## src/rtl/ysyx_22050039_ifu_if.sv

```systemverilog
// rtl/ysyx_22050039_ifu_if.sv - fetch unit memory request/response and downstream instruction handshake bundle
//
// Signal groups:
//   mem_req_*   fetch request, driven by the fetch unit (valid/ready)
//   mem_resp_*  read data, returned by memory (one pulse per accepted request)
//   out_*       instruction handed to decode/execute (valid/ready)
// Modports:
//   master  the fetch unit's view
//   slave   the memory + downstream view
interface ysyx_22050039_ifu_if #(
    parameter int XLEN     = 64,
    parameter int INST_LEN = 32
);
    logic                mem_req_valid;
    logic                mem_req_ready;
    logic [XLEN-1:0]     mem_req_addr;
    logic                mem_resp_valid;
    logic [XLEN-1:0]     mem_resp_data;
    logic                out_valid;
    logic                out_ready;
    logic [INST_LEN-1:0] out_inst;
    logic [XLEN-1:0]     out_pc;
    logic                out_fault;

    modport master (
        output mem_req_valid, mem_req_addr,
        input  mem_req_ready,
        input  mem_resp_valid, mem_resp_data,
        output out_valid, out_inst, out_pc, out_fault,
        input  out_ready
    );

    modport slave (
        input  mem_req_valid, mem_req_addr,
        output mem_req_ready,
        output mem_resp_valid, mem_resp_data,
        input  out_valid, out_inst, out_pc, out_fault,
        output out_ready
    );
endinterface

```

## src/rtl/ysyx_22050039_ifu.sv

```systemverilog
// rtl/ysyx_22050039_ifu.sv - instruction fetch unit: owns the PC, one outstanding doubleword fetch, redirect handling
//
// Ports:
//   clk             clock, all state updates on posedge
//   rst             asynchronous active-low reset
//   redirect_valid  execute requests a PC redirect this cycle
//   redirect_pc     redirect target (dnpc)
//   bus             ysyx_22050039_ifu_if.master: memory request/response and downstream {inst, pc, fault}
module ysyx_22050039_ifu #(
    parameter int                 XLEN     = 64,
    parameter int                 INST_LEN = 32,
    parameter logic [XLEN-1:0]    RESET_PC = 64'h8000_0000
) (
    input  logic                  clk,
    input  logic                  rst,
    input  logic                  redirect_valid,
    input  logic [XLEN-1:0]       redirect_pc,
    ysyx_22050039_ifu_if.master   bus
);

    typedef enum logic [2:0] {
        IDLE,
        REQ,
        WAIT,
        HOLD,
        FAULT
    } state_t;

    state_t              state, state_n;
    logic [XLEN-1:0]     pc, pc_n;
    logic                drop, drop_n;
    logic                capture;
    logic [INST_LEN-1:0] out_inst_q;
    logic [XLEN-1:0]     out_pc_q;
    logic [INST_LEN-1:0] inst_sel;

    // Any freshly loaded PC is alignment-checked before a fetch is issued.
    function automatic state_t entry_state(input logic [XLEN-1:0] addr);
        return (addr[1:0] != 2'b00) ? FAULT : REQ;
    endfunction

    assign inst_sel = pc[2] ? bus.mem_resp_data[2*INST_LEN-1:INST_LEN]
                            : bus.mem_resp_data[INST_LEN-1:0];

    always_comb begin
        state_n = state;
        pc_n    = pc;
        drop_n  = drop;
        capture = 1'b0;
        case (state)
            IDLE: begin
                if (redirect_valid) begin
                    pc_n    = redirect_pc;
                    state_n = entry_state(redirect_pc);
                end else begin
                    state_n = entry_state(pc);
                end
            end
            REQ: begin
                if (redirect_valid) begin
                    pc_n = redirect_pc;
                    if (bus.mem_req_ready) begin
                        // Old request already accepted: its response must be swallowed.
                        drop_n  = 1'b1;
                        state_n = WAIT;
                    end else begin
                        state_n = entry_state(redirect_pc);
                    end
                end else if (bus.mem_req_ready) begin
                    state_n = WAIT;
                end
            end
            WAIT: begin
                if (redirect_valid) begin
                    pc_n = redirect_pc;
                    if (bus.mem_resp_valid) begin
                        drop_n  = 1'b0;
                        state_n = entry_state(redirect_pc);
                    end else begin
                        drop_n = 1'b1;
                    end
                end else if (bus.mem_resp_valid) begin
                    if (drop) begin
                        // pc already holds the redirect target, which may be misaligned.
                        drop_n  = 1'b0;
                        state_n = entry_state(pc);
                    end else begin
                        capture = 1'b1;
                        state_n = HOLD;
                    end
                end
            end
            HOLD: begin
                // Redirect wins over a simultaneous accept; no sequential advance.
                if (redirect_valid) begin
                    pc_n    = redirect_pc;
                    state_n = entry_state(redirect_pc);
                end else if (bus.out_ready) begin
                    pc_n    = pc + XLEN'(4);
                    state_n = REQ;
                end
            end
            FAULT: begin
                if (redirect_valid) begin
                    pc_n    = redirect_pc;
                    state_n = entry_state(redirect_pc);
                end
            end
            default: begin
                state_n = IDLE;
            end
        endcase
    end

    always_ff @(posedge clk or negedge rst) begin
        if (!rst) begin
            state      <= IDLE;
            pc         <= RESET_PC;
            drop       <= 1'b0;
            out_inst_q <= '0;
            out_pc_q   <= '0;
        end else begin
            state <= state_n;
            pc    <= pc_n;
            drop  <= drop_n;
            if (capture) begin
                out_inst_q <= inst_sel;
                out_pc_q   <= pc;
            end else if (state_n == FAULT) begin
                out_pc_q <= pc_n;
            end
        end
    end

    assign bus.mem_req_valid = (state == REQ);
    assign bus.mem_req_addr  = {pc[XLEN-1:3], 3'b000};
    assign bus.out_valid     = (state == HOLD) || (state == FAULT);
    assign bus.out_fault     = (state == FAULT);
    assign bus.out_inst      = out_inst_q;
    assign bus.out_pc        = out_pc_q;

endmodule

```

## src/flat_wrapper.sv

```systemverilog
// flat-port wrapper written by rule: the top's interface ports become plain ports
module ysyx_22050039_ifu_flat 
#(
    parameter int                 XLEN     = 64,
    parameter int                 INST_LEN = 32,
    parameter logic [XLEN-1:0]    RESET_PC = 64'h8000_0000
)
  (clk, rst, redirect_valid, redirect_pc, bus_mem_req_valid, bus_mem_req_addr, bus_mem_req_ready, bus_mem_resp_valid, bus_mem_resp_data, bus_out_valid, bus_out_inst, bus_out_pc, bus_out_fault, bus_out_ready);
  ysyx_22050039_ifu_if #(.XLEN(XLEN), .INST_LEN(INST_LEN)) bus_i ();
  input  logic clk;
  input  logic rst;
  input  logic redirect_valid;
  input  logic [XLEN-1:0] redirect_pc;
  output wire logic [$bits(bus_i.mem_req_valid)-1:0] bus_mem_req_valid;
  output wire logic [$bits(bus_i.mem_req_addr)-1:0] bus_mem_req_addr;
  input wire logic [$bits(bus_i.mem_req_ready)-1:0] bus_mem_req_ready;
  input wire logic [$bits(bus_i.mem_resp_valid)-1:0] bus_mem_resp_valid;
  input wire logic [$bits(bus_i.mem_resp_data)-1:0] bus_mem_resp_data;
  output wire logic [$bits(bus_i.out_valid)-1:0] bus_out_valid;
  output wire logic [$bits(bus_i.out_inst)-1:0] bus_out_inst;
  output wire logic [$bits(bus_i.out_pc)-1:0] bus_out_pc;
  output wire logic [$bits(bus_i.out_fault)-1:0] bus_out_fault;
  input wire logic [$bits(bus_i.out_ready)-1:0] bus_out_ready;
  assign bus_mem_req_valid = bus_i.mem_req_valid;
  assign bus_mem_req_addr = bus_i.mem_req_addr;
  assign bus_i.mem_req_ready = bus_mem_req_ready;
  assign bus_i.mem_resp_valid = bus_mem_resp_valid;
  assign bus_i.mem_resp_data = bus_mem_resp_data;
  assign bus_out_valid = bus_i.out_valid;
  assign bus_out_inst = bus_i.out_inst;
  assign bus_out_pc = bus_i.out_pc;
  assign bus_out_fault = bus_i.out_fault;
  assign bus_i.out_ready = bus_out_ready;
  ysyx_22050039_ifu #(.XLEN(XLEN), .INST_LEN(INST_LEN), .RESET_PC(RESET_PC)) u_core (.clk(clk), .rst(rst), .redirect_valid(redirect_valid), .redirect_pc(redirect_pc), .bus(bus_i));
endmodule
```

## config.mk

```make
export PLATFORM = sky130hd
export DESIGN_NAME = ysyx_22050039_ifu_flat
export DESIGN_NICKNAME = d
export VERILOG_FILES = /design/src/rtl/ysyx_22050039_ifu_if.sv /design/src/rtl/ysyx_22050039_ifu.sv /design/src/flat_wrapper.sv
export SDC_FILE = /design/constraint.sdc
export NUM_CORES = 1
export LEC_CHECK = 0
export ABC_AREA = 1
export BUFFER_PORTS_ARGS = -buffer_cell sky130_fd_sc_hd__buf_4
export CAP_MARGIN = 20
export CORE_ASPECT_RATIO = 0.8
export CORE_UTILIZATION = 46
export CTS_BUF_LIST = sky130_fd_sc_hd__clkbuf_16
export CTS_CLUSTER_SIZE = 16
export DETAILED_ROUTE_END_ITERATION = 8
export PLACE_DENSITY = 0.72
export SYNTH_ARGS = -nofsm -noshare
export SYNTH_HDL_FRONTEND = slang
export SYNTH_SLANG_ARGS = --single-unit
```

## constraint.sdc

```tcl
create_clock -name clk -period 3.8 [get_ports clk]
set_clock_uncertainty 0.15 [all_clocks]
set_input_delay 0.76 -clock clk [delete_from_list [all_inputs] [get_ports clk]]
set_output_delay 0.76 -clock clk [all_outputs]
set_load 0.1 [all_outputs]
```

# [Yosys cells after proc, flatten, opt, wreduce, memory -nomap -nowiden]
# Index checks and enable logic that the tools add are counted.
[totals] out_inout_bits=163 regBits=164 input_bits=134
[classes] muxes=31 n_reduce_logical=8 eq_ne=8 n_addsub=1
[ops] operator="64-bit two-way mux" count=5
[ops] operator="64-bit one-hot mux with 2 select lines" count=1
[ops] operator="64-bit by 3-bit adder with 64-bit output, second input constant" count=1
[ops] operator="3-bit two-way mux" count=13
[ops] operator="32-bit two-way mux" count=1
[ops] operator="3-bit one-hot mux with 5 select lines" count=1
[ops] operator="1-bit two-way mux" count=9
[ops] operator="2-bit nonzero test" count=4
[ops] operator="3-bit by 2-bit == test with 1-bit output, second input constant" count=2
[ops] operator="3-bit == test, second input constant" count=2
[ops] operator="4-bit AND reduction" count=1
[ops] operator="4-bit OR reduction" count=1
[ops] operator="3-bit by 1-bit == test with 1-bit output, second input constant" count=1
[ops] operator="3-bit logical NOT" count=1
[ops] operator="3-bit inequality test, second input constant" count=1
[ops] operator="2-bit by 1-bit inequality test with 1-bit output, second input constant" count=1
[ops] operator="2-bit inequality test, second input constant" count=1
[ops] operator="1-bit one-hot mux with 2 select lines" count=1
[ops] operator="1-bit logical OR" count=1

# [Depth between registers and ports, before layout]
# Gate-level depths: netlist of run 1.
[logic_depth] ltp_word=9 depth_mapped=15

# [Worst setup path before layout of run 1]
# Ideal clock, no wire load.
[synth_timing] path_type="reg-to-output" startpoint="reg u_core.state[0]" endpoint="out bus_out_valid" path_buffers=0 path_stages_with_launch=4 t_arrival_ps=3001 t_required_ps=2890 slack_ps=-111 path_cell_list="dfrtp_1 > nor2_4 > inv_1 > o21ai_0"
[synth_between] elab_chain_cells=2 word_cells_on_any_way=3 cone_classes="eq/ne: 2; reduce/logical: 1"
[synth_rtl] item="start: declaration" line="ysyx_22050039_ifu.sv:29" text="state_t state, state_n;"
[synth_rtl] item="start signal: assignment" line="ysyx_22050039_ifu.sv:123" text="state <= state_n;"
[synth_rtl] item="3-bit by 2-bit == test with 1-bit output or 3-bit == test (tied branches)" line="ysyx_22050039_ifu.sv:137" text="assign bus.out_valid = (state == HOLD) || (state == FAULT);"
[synth_rtl] item="1-bit logical OR *" line="ysyx_22050039_ifu.sv:137"
[synth_rtl] item="end: declaration" line="flat_wrapper.sv:19" text="output wire logic [$bits(bus_i.out_valid)-1:0] bus_out_valid;"
# Every way passes the cells marked *; elsewhere a longest branch is shown, timed or not.

# [Worst setup path after layout of run 1]
# Same ends and word-level chain as after synthesis.

==> load_flow_metrics.sql, run 1 <==
INSERT INTO impl_metrics (metric_group, metric, value, unit) VALUES
('route', 'final_antenna_net_count', '0', ''),
('placement', 'worst_slack_at_placement', '984', 'ps'),
('synth', 'synthFlopType', 'dfrtp_1', ''),
('cts', 'cts_setup_buffers', '0', ''),
('worst_setup_path', 'kind_of_cell_with_the_highest_combined_delay_on_the_critical_path', 'buffers and inverters', ''),
('sta', 'fin_crit', '2770', 'ps'),
('finish', 'nNetsFinal', '1810', ''),
('global_routing', 'antenna_found_initial', '0', ''),
('global_routing', 'grt_pass1_vias', '9942', ''),
('worst_setup_path', 'setup.worst_path.start_class', 'flip-flop', ''),
('cts', 'ctsHtreeMaxLevel', '4', ''),
('synth', 'netlist-cell-type-count', '52', ''),
('outcome', 'result_of_the_run', 'finished clean', ''),
('global_routing', 'global_route.overflow_total', '0', ''),
('cts', 'postCtsHoldBufs', '0', ''),
('finish', 'fin_cells', '1988', ''),
('route', 'drt_wl_total', '34.1', 'mm'),
('finish', 'finish.instance_area', '13000', 'sq um'),
('finish', 'filler_cell_count', '2085', ''),
('min_path', 'timing.hold.worst.class', 'in -> async', ''),
('synth', 'avgSynthCellArea', '7.10', 'sq um'),
('worst_setup_path', 'crit_fanout', '5', ''),
('die', 'top_ports', '297', ''),
('global_routing', 'grt_usage', '29.4', '%'),
('synth', 'synth_seq_area_share', '39.2', '%'),
('route', 'number_of_detailed_routing_iterations_run_before_antenna_repair', '6', ''),
('sta', 'setup_violations', '0', ''),
('worst_setup_path', 'critical-path-max-stage-delay', '460', 'ps'),
('synth', 'synth-warning-count', '0', ''),
('cts', 'cts-root-buf', 'clkbuf_16', ''),
('cts', 'cts_inserted_buffers', '17', ''),
('global_routing', 'grt_pass1_wl', '53.0', 'mm'),
('sta', 'finalSetupTns', '0', 'ps'),
('sta', 'timing_max_transition_violations_final', '0', ''),
('die', 'core_region_area', '21900', 'sq um'),
('cts', 'cts_tree', 'built', ''),
('die', 'die_h', '137', 'microns'),
('die', 'overall_die_area', '23400', 'sq um'),
('sta', 'setup_ws', '1030', 'ps'),
('cts', 'clock_tree.buffer_depth', '2', ''),
('sta', 'slew-limit-headroom', '36.6', '%'),
('die', 'floorplan.initialDensity', '47.8', '%'),
('worst_setup_path', 'worst_ep_arrival_time', '1860', 'ps'),
('worst_setup_path', 'timing.critical_path.slowest_stage_cell', 'dfrtp_1', ''),
('flow_run', 'max_cap_violations', '0', ''),
('worst_setup_path', 'required_time_of_the_critical_path', '2890', 'ps'),
('sta', 'grt_setup_unrepaired', 'false', ''),
('route', 'drt-initial-drc-count', '859', ''),
('placement', 'gp_congestion', '0.925', ''),
('sta', 'clock.fmax', '361', 'MHz'),
('synth', 'synthesis.instances', '1475', ''),
('worst_setup_path', 'terminus_of_the_critical_flop_to_flop_path', 'u_core.bus.out_pc[16]', ''),
('synth', 'async_reset_ff_share', '100', '%'),
('finish', 'flow.area_growth_from_synthesis', '24.0', '%'),
('sta', 'post-route-period-util', '72.9', '%'),
('die', 'std_cell_rows', '48', ''),
('cts', 'clock_latency', '430', 'ps'),
('sta', 'transition_time_of_the_tightest_slew_check_pin', '950', 'ps'),
('worst_setup_path', 'cp.depth', '4', ''),
('worst_setup_path', 'startpoint', 'u_core.state[0]', ''),
('synth', 'count_of_flip_flops_with_a_built_in_enable_after_synthesis', '0', ''),
('placement', 'detailed_placement_hpwl', '25.4', 'mm'),
('placement', 'placedInstanceArea', '12400', 'sq um'),
('cts', 'cts_num_sinks', '164', ''),
('synth', 'synth_seq_cells', '164', ''),
('cts', 'cts-resized-gates', '0', ''),
('route', 'vias_per_cell', '5.39', ''),
('worst_setup_path', 'regToRegSetupSlack', '1130', 'ps'),
('cts', 'cts.reportedPaths.clkPinSlew', '70', 'ps'),
('finish', 'post_route_cells_drive_above_1_share', '24.8', '%'),
('route', 'via_count', '10700', '');
-- cells by family after synthesis --
logic type	Yosys count	synth area share (%)
AND/OR/NAND/NOR	893	36.8
other	1	0.0358
flip-flops	164	39.2
adder cells (fa/ha/maj)	1	0.120
XOR/XNOR	23	1.92
AO/OA/AOI/OAI	181	11.3
buffers and inverters	212	10.6
-- worst min path at each step --
stage                               start                     end  slack (ps)  cells after the start
finish                                rst   u_core.bus.out_pc[13]         100                      1
global route                          rst           u_core.pc[23]         130                      1
floorplan                             rst  u_core.bus.out_inst[0]         310                      0
detailed placement  u_core.bus.out_pc[54]   u_core.bus.out_pc[54]         320                      2
global placement    u_core.bus.out_pc[20]   u_core.bus.out_pc[20]         320                      2
CTS                                   rst   u_core.bus.out_pc[13]         100                      1
-- cell usage after synthesis, drive strengths merged, types with 3 or more instances --
| library cell | number | area [sq um] |
|---|---|---|
| nand2 | 512 | 1940 |
| o21bai | 3 | 22.5 |
| nand3b | 3 | 26.3 |
| o21ai | 47 | 239 |
| a32oi | 7 | 61.3 |
| xnor2 | 9 | 78.8 |
| or2 | 29 | 181 |
| clkbuf | 26 | 97.6 |
| a21oi | 31 | 166 |
| xor2 | 14 | 123 |
| a2bb2oi | 8 | 70.1 |
| nor3 | 19 | 120 |
| nor2 | 198 | 858 |
| a31oi | 32 | 200 |
| a22oi | 22 | 180 |
| nand4 | 27 | 175 |
| dfrtp | 163 | 4080 |
| inv | 82 | 308 |
| o221ai | 4 | 35.0 |
| nand3 | 99 | 505 |
| buf | 102 | 693 |
| o211ai | 20 | 150 |
-- cells in the final DEF, fill, tap and decap left out, types with 7 or more instances in the layout --
cell type	instances
o21ai_0	37
a32oi_1	7
nand2_1	503
nand3_1	97
xnor2_1	9
a31oi_1	32
a2bb2oi_1	8
buf_4	304
nor2_2	9
a21oi_1	30
nor3_1	14
o211ai_1	20
inv_2	9
xor2_1	14
or2_2	28
o21ai_1	9
clkbuf_16	17
nor2_1	179
a22oi_1	19
inv_1	73
nor2_4	8
dfrtp_1	163
nand4_1	26
nand2_2	9
-- metal layers --
metal  part of all wire (%)  GRT usage, %
met3                    7.5          5.09
met1                     44          40.5
met2                     47          47.1
met5                      0             0
met4                    2.0          8.91
-- state kept, by name, summed over array words and instances (netlist names) --
name / count
u_core.bus.out_inst: 32
u_core.bus.out_pc: 64
u_core.drop: 1
u_core.pc: 64
u_core.state: 3
-- per-stage QoR --
step,util [%],hold WS [ps]
2_1_floorplan,-,314
3_3_place_gp,56.5,316
3_5_place_dp,56.5,317
4_1_cts,59.1,100
5_1_grt,59.2,128
6_report,59.2,96.0
-- final cells by class --
class                   count  area (sq um)  area share [%]
clock buffers              17           425            3.28
clock inverters            15           155            1.20
inverters                  84           317            2.44
multi-input cells        1101          5270            40.6
flip-flops and latches    164          4110            31.6
well taps                 300           375            2.89
repair buffers            307          2330            18.0
Power of run 1 is not shown: default switching activity piles up to over one toggle a cycle in this logic, so the estimate is an artifact.
==> run 2, diff against run 1 <==
ABC_AREA = 0   (was 1)
PLACE_DENSITY = 0.73   (was 0.72)
clock period = 2.7 ns   (was 3.8 ns; I/O delays follow)
==> load_flow_metrics.sql, run 2 <==
INSERT INTO impl_metrics (metric_group, metric, value, unit) VALUES
('outcome', 'result_of_the_run', 'finished clean', ''),
('placement', 'io_buffers', '293', ''),
('global_routing', 'grt_pass1_vias', '9137', ''),
('worst_setup_path', 'setup.worst_path.start_class', 'flip-flop', ''),
('global_routing', 'global_route.overflow_total', '0', ''),
('synth', 'synth_seq_area_share', '42.6', '%'),
('cts', 'clock_tree.buffer_depth', '2', ''),
('flow_run', 'max_cap_violations', '0', ''),
('synth', 'yosys.area_share.xor_xnor', '2.73', '%'),
('finish', 'mostFrequentLayoutCell', 'buf_4', ''),
('synth', 'synth_top_area_cell', 'dfrtp_1', ''),
('synth', 'count_of_flip_flops_with_a_built_in_enable_after_synthesis', '0', ''),
('finish', 'fin_cells', '1568', ''),
('cts', 'cts_num_sinks', '164', ''),
('die', 'top_ports', '297', ''),
('synth', 'synthFlopType', 'dfrtp_1', ''),
('synth', 'synth_seq_cells', '164', ''),
('finish', 'antenna_cells_inserted', '0', ''),
('synth', 'async_reset_ff_share', '100', '%'),
('synth', 'netlist-cell-type-count', '70', ''),
('route', 'final_antenna_net_count', '0', ''),
('finish', 'most-common-layout-cells', 'buf_4 (360), dfrtp_1 (162), nand2_1 (99)', ''),
('worst_setup_path', 'worst_ep_arrival_time', '2760', 'ps'),
('placement', 'detailed_placement_hpwl', '24.2', 'mm'),
('sta', 'post-route-period-util', '96.3', '%'),
('sta', 'grt_setup_unrepaired', 'false', ''),
('route', 'vias_per_cell', '6.07', ''),
('synth', 'synthesis.instances', '1046', ''),
('placement', 'placedCellCount', '1533', ''),
('min_path', 'startpoint_of_the_lowest_slack_hold_path', 'redirect_pc[9]', ''),
('sta', 'timing_max_transition_violations_final', '0', ''),
('synth', 'syn-cell-area', '9630', 'sq um'),
('cts', 'cts_tree', 'built', ''),
('cts', 'cts.reportedPaths.clkPinSlew', '70', 'ps'),
('min_path', 'timing.hold.worst.class', 'in -> reg', ''),
('cts', 'clock_latency', '440', 'ps'),
('worst_setup_path', 'worst_setup_path_end_kind', 'flip-flop', ''),
('route', 'residual_drc', '0', ''),
('synth', 'avgSynthCellArea', '9.20', 'sq um'),
('synth', 'largest_family_of_logic_cells_by_synthesized_area', 'compound AO/OA/AOI/OAI gates', ''),
('sta', 'timing_hold_violations_final', '0', ''),
('finish', 'flow.area_growth_from_synthesis', '31.4', '%'),
('placement', 'gp_congestion', '0.978', ''),
('synth', 'mux_cell_area_share_after_synthesis', '4.78', '%'),
('finish', 'filler_cell_count', '1748', ''),
('sta', 'fin_crit', '2600', 'ps'),
('route', 'number_of_detailed_routing_iterations_run_before_antenna_repair', '7', ''),
('global_routing', 'grt_pass1_wl', '52.2', 'mm'),
('synth', 'synthSimpleGateAreaFrac', '17.4', '%'),
('synth', 'post-synth-top-area-fraction', '42.4', '%'),
('die', 'floorplan.initialDensity', '47.8', '%'),
('sta', 'slew-limit-headroom', '43.6', '%'),
('synth', 'synth-warning-count', '0', ''),
('cts', 'cts-root-buf', 'clkbuf_16', ''),
('synth', 'synth.most_common_cell', 'dfrtp_1', ''),
('die', 'std_cell_rows', '46', ''),
('finish', 'post_route_cells_drive_above_1_share', '33.2', '%'),
('synth', 'post_synth_most_frequent_cells', 'dfrtp_1 (163), nand2_1 (99), o21ai_0 (91)', ''),
('sta', 'setup_violations', '0', ''),
('synth', 'synth_compound_gate_area_share', '23.2', '%'),
('synth', 'post_synthesis_share_of_cell_area_spent_on_full_adders_half_adders_and_majority_gates', '0.234', '%'),
('sta', 'clock.fmax', '384', 'MHz'),
('global_routing', 'grt_usage', '31.4', '%'),
('worst_setup_path', 'required_time_of_the_critical_path', '2860', 'ps'),
('worst_setup_path', 'crit_fanout', '44', ''),
('synth', 'yosys-top-cells-area', 'dfrtp_1 (42%), buf_4 (5.0%), mux2i_1 (4.8%)', ''),
('global_routing', 'antenna_found_initial', '0', ''),
('die', 'core_region_area', '20100', 'sq um'),
('sta', 'transition_time_of_the_tightest_slew_check_pin', '845', 'ps'),
('worst_setup_path', 'startpoint', 'u_core.state[0]', ''),
('route', 'detail_route.wl_per_cell', '21.5', 'microns'),
('cts', 'ctsHtreeMaxLevel', '4', ''),
('worst_setup_path', 'timing.rr.start', 'u_core.state[0]', ''),
('cts', 'cts_inserted_buffers', '17', ''),
('global_routing', 'grt_max_degree', '66', ''),
('route', 'drt_wl_total', '33.7', 'mm'),
('die', 'die_x', '164', 'microns'),
('die', 'die_h', '131', 'microns'),
('worst_setup_path', 'crit_type', 'reg -> reg', ''),
('die', 'overall_die_area', '21500', 'sq um'),
('finish', 'nNetsFinal', '1426', ''),
('route', 'via_count', '9523', ''),
('route', 'drt-initial-drc-count', '1018', '');
[run 2: final cells by class]
| cell class | count | area (sq um) | area share, % |
|---|---|---|---|
| inverter | 13 | 48.8 | 0.386 |
| multi-input combinational | 724 | 4690 | 37.1 |
| clock buffer | 17 | 425 | 3.36 |
| tap | 264 | 330 | 2.61 |
| timing repair buffer | 371 | 2900 | 22.9 |
| clock inverter | 15 | 155 | 1.23 |
| sequential | 164 | 4110 | 32.5 |
[run 2: repair_timing]
action	in CTS	in global routing
setup buffers	1	1
hold buffers	1	0
setup endpoints to repair	1	2
endpoints found under the hold margin	54	0
pin swaps	0	1
gates resized for setup	1	1
[run 2: worst max-delay path, stage by stage (launching register included)]
cell and delay (ps):
dfrtp_1 400, o21ai_1 570, nand4_2 290, inv_2 380
nor2_4 70, buf_12 200, a221oi_1 260, o21ai_0 130
[run 2: per-stage QoR]
step                      hold WS (ps)  utilization, %  worst slack (ps)  setup TNS, ps  cell area [sq um]
after global routing               178            62.8              23.2              0              12700
after CTS                          178            62.8              55.1              0              12600
after detailed placement           321            59.8              97.5              0              12000
final                              192            62.8              98.7              0              12700
after floorplan                   94.4               -              -168           -168               9640
after global placement             314            59.8               151              0              12000
[run 2: worst paths after layout]
kind | endpoint | slack [ps] | depth (start not counted)
worst max-delay path | u_core.bus.out_pc[26] | 100 | 7
worst min-delay path | u_core.pc[9] | 190 | 2
max in group asynchronous | u_core.pc[31] | 1100 | 3
worst max register to register | u_core.bus.out_pc[26] | 100 | 7
worst min register to register | u_core.bus.out_inst[11] | 330 | 2
min in group asynchronous | u_core.bus.out_pc[25] | 510 | 2
[run 2: logic make-up after synthesis]
kind of cell | count (synthesis)
buffers and inverters | 160
and+or+nand+nor | 315
AOI/OAI and AO/OA | 328
xor gates and xnor gates | 30
muxes | 46
adders and majority gates | 2
other | 1
DFF | 164
[run 2: layer usage]
layer	track usage, %	up-vias	wire length, microns
met5	0	-	0
met4	8.80	0	745
met3	6.88	69	3550
met2	46.6	595	14900
li1	-	4293	-
met1	45.7	4566	14500
Power of run 2 is left out for the same reason.
==> run 3, diff against run 2 <==
PLACE_DENSITY = 0.76   (was 0.73)
clock period = 2.17 ns   (was 2.7 ns; I/O delays follow)
==> load_flow_metrics.sql, run 3 (same netlist as run 2, synthesis figures left out) <==
INSERT INTO impl_metrics (metric_group, metric, value, unit) VALUES
('placement', 'detailed_placement_hpwl', '26.3', 'mm'),
('placement', 'placedInstanceArea', '13000', 'sq um'),
('finish', 'most-common-layout-cells', 'buf_4 (489), dfrtp_1 (159), nand2_1 (94)', ''),
('worst_setup_path', 'timing.critical_path.slowest_stage_cell', 'dfrtp_1', ''),
('cts', 'cts-root-buf', 'clkbuf_16', ''),
('cts', 'cts_num_sinks', '164', ''),
('global_routing', 'global_route.overflow_total', '0', ''),
('global_routing', 'grt_usage', '33.5', '%'),
('worst_setup_path', 'worst-path-buf-inv', '3', ''),
('worst_setup_path', 'setup.worst_path.start_class', 'flip-flop', ''),
('die', 'std_cell_rows', '46', ''),
('min_path', 'timing.hold.worst.class', 'in -> reg', ''),
('worst_setup_path', 'timing.critical_path.cells', 'buf_6, nor2_4, buf_6, and2_4, nand2b_4, buf_12', ''),
('sta', 'timing_max_transition_violations_final', '0', ''),
('sta', 'finalSetupTns', '-2140', 'ps'),
('cts', 'cts.reportedPaths.clkPinSlew', '70', 'ps'),
('sta', 'setup_violations', '61', ''),
('cts', 'ctsHtreeMaxLevel', '4', ''),
('flow_run', 'max_cap_violations', '0', ''),
('finish', 'antenna_cells_inserted', '0', ''),
('finish', 'mostFrequentLayoutCell', 'buf_4', ''),
('worst_setup_path', 'required_time_of_the_critical_path', '1590', 'ps'),
('sta', 'transition_time_of_the_tightest_slew_check_pin', '592', 'ps'),
('cts', 'cts_inserted_buffers', '17', ''),
('sta', 'timing_hold_violations_final', '0', ''),
('route', 'drt-initial-drc-count', '1377', ''),
('worst_setup_path', 'worst_setup_path_end_kind', 'primary output', ''),
('sta', 'hold-worst-slack', '79.1', 'ps'),
('global_routing', 'grt_pass1_vias', '9857', ''),
('sta', 'slew-limit-headroom', '60.6', '%'),
('sta', 'setup_ws', '-111', 'ps'),
('die', 'overall_die_area', '21500', 'sq um'),
('global_routing', 'antenna_found_initial', '1', ''),
('finish', 'filler_cell_count', '1403', ''),
('route', 'final_antenna_net_count', '0', ''),
('route', 'number_of_detailed_routing_iterations_run_before_antenna_repair', '6', ''),
('route', 'residual_drc', '0', ''),
('route', 'drt_wl_total', '40.1', 'mm'),
('cts', 'clock_latency', '450', 'ps'),
('outcome', 'failed_checks', 'negative setup slack', ''),
('route', 'vias_per_cell', '6.18', ''),
('die', 'die_h', '131', 'microns'),
('placement', 'worst_slack_at_placement', '-201', 'ps'),
('route', 'detail_route.wl_per_cell', '22.9', 'microns'),
('finish', 'flow.area_growth_from_synthesis', '54.6', '%'),
('worst_setup_path', 'critical-path-top-cell-by-count', 'buf_6', ''),
('finish', 'post_route_cells_drive_above_1_share', '46.5', '%'),
('sta', 'clock.fmax', '438', 'MHz'),
('worst_setup_path', 'crit_fanout', '3', ''),
('worst_setup_path', 'critical-path-max-stage-delay', '420', 'ps'),
('outcome', 'result_of_the_run', 'finished, violations left', ''),
('die', 'top_ports', '297', ''),
('cts', 'cts_tree', 'built', ''),
('finish', 'finish.instance_area', '14900', 'sq um'),
('worst_setup_path', 'worst_ep_arrival_time', '1700', 'ps'),
('sta', 'post-route-period-util', '105', '%'),
('placement', 'io_buffers', '293', ''),
('placement', 'gp_congestion', '0.983', ''),
('finish', 'nNetsFinal', '1606', ''),
('worst_setup_path', 'crit_type', 'reg -> out', ''),
('die', 'floorplan.initialDensity', '47.8', '%'),
('worst_setup_path', 'kind_of_cell_with_the_highest_combined_delay_on_the_critical_path', 'buffers and inverters', ''),
('cts', 'clock_tree.buffer_depth', '2', ''),
('sta', 'grt_setup_unrepaired', 'true', ''),
('route', 'via_count', '10800', ''),
('global_routing', 'grt_pass1_wl', '55.3', 'mm'),
('global_routing', 'grt_max_degree', '66', ''),
('die', 'core_region_area', '20100', 'sq um'),
('sta', 'fin_crit', '2280', 'ps'),
('die', 'die_x', '164', 'microns');
[run 3: cell types whose count changed in the layout (fill, tap and decap cells not counted), moves of 8 or more]
cell,before,now
buf_6,2,36
o221ai_2,0,10
a21oi_2,0,10
buf_12,8,16
o21ai_1,15,27
a22oi_2,0,9
buf_4,360,489
a21oi_1,51,41
a22oi_1,27,18
o21ai_0,91,75
o221ai_1,19,9
[run 3: per-stage QoR]
step / std cells / utilization (%)
CTS: 1699 / 69.0
floorplan: 1048 / -
global placement: 1648 / 64.5
detailed placement: 1648 / 64.5
global route: 1748 / 73.9
finish: 1748 / 73.9
[run 3: layout make-up]
class,instances,area (sq um),area share (%)
multi-input cells,724,5170,34.8
flip-flops and latches,164,4110,27.6
well taps,264,330,2.22
repair buffers,551,4610,31.0
clock inverters,15,179,1.20
inverters,13,53.8,0.361
clock buffers,17,425,2.86
[run 3: worst paths after layout]
path | from | endpoint | slack [ps] | cells past startpoint
worst max register to register | u_core.state[1] | u_core.bus.out_pc[0] | -100 | 11
max in group asynchronous | rst | u_core.bus.out_pc[41] | 860 | 3
worst max-delay path | u_core.state[0] | bus_out_valid | -110 | 6
worst min register to register | u_core.bus.out_inst[15] | u_core.bus.out_inst[15] | 330 | 2
worst min-delay path | redirect_pc[1] | u_core.pc[1] | 80 | 3
min in group asynchronous | rst | u_core.bus.out_pc[28] | 350 | 2
[run 3: worst min-delay path: stages]
cell and delay (ps):
buf_4 90, nand2_1 40, nand2_1 70
[run 3: what timing repair did]
item | CTS | global route
cloned | 1 | 12
hold buffers | 1 | 0
resized for setup | 32 | 126
setup buffers | 18 | 41
endpoints found under the setup margin | 49 | 127
pin swaps | 7 | 43
endpoints found under the hold margin | 42 | 0
[run 3: routing by layer]
metal / up-vias / GRT usage [%] / wire length (microns)
met4: 2 / 11.4 / 1760
li1: 4657 / - / -
met2: 772 / 50.0 / 18000
met1: 5211 / 47.2 / 15700
met5: - / 0 / 13
met3: 164 / 8.11 / 4640
Power of run 3 is left out for the same reason.
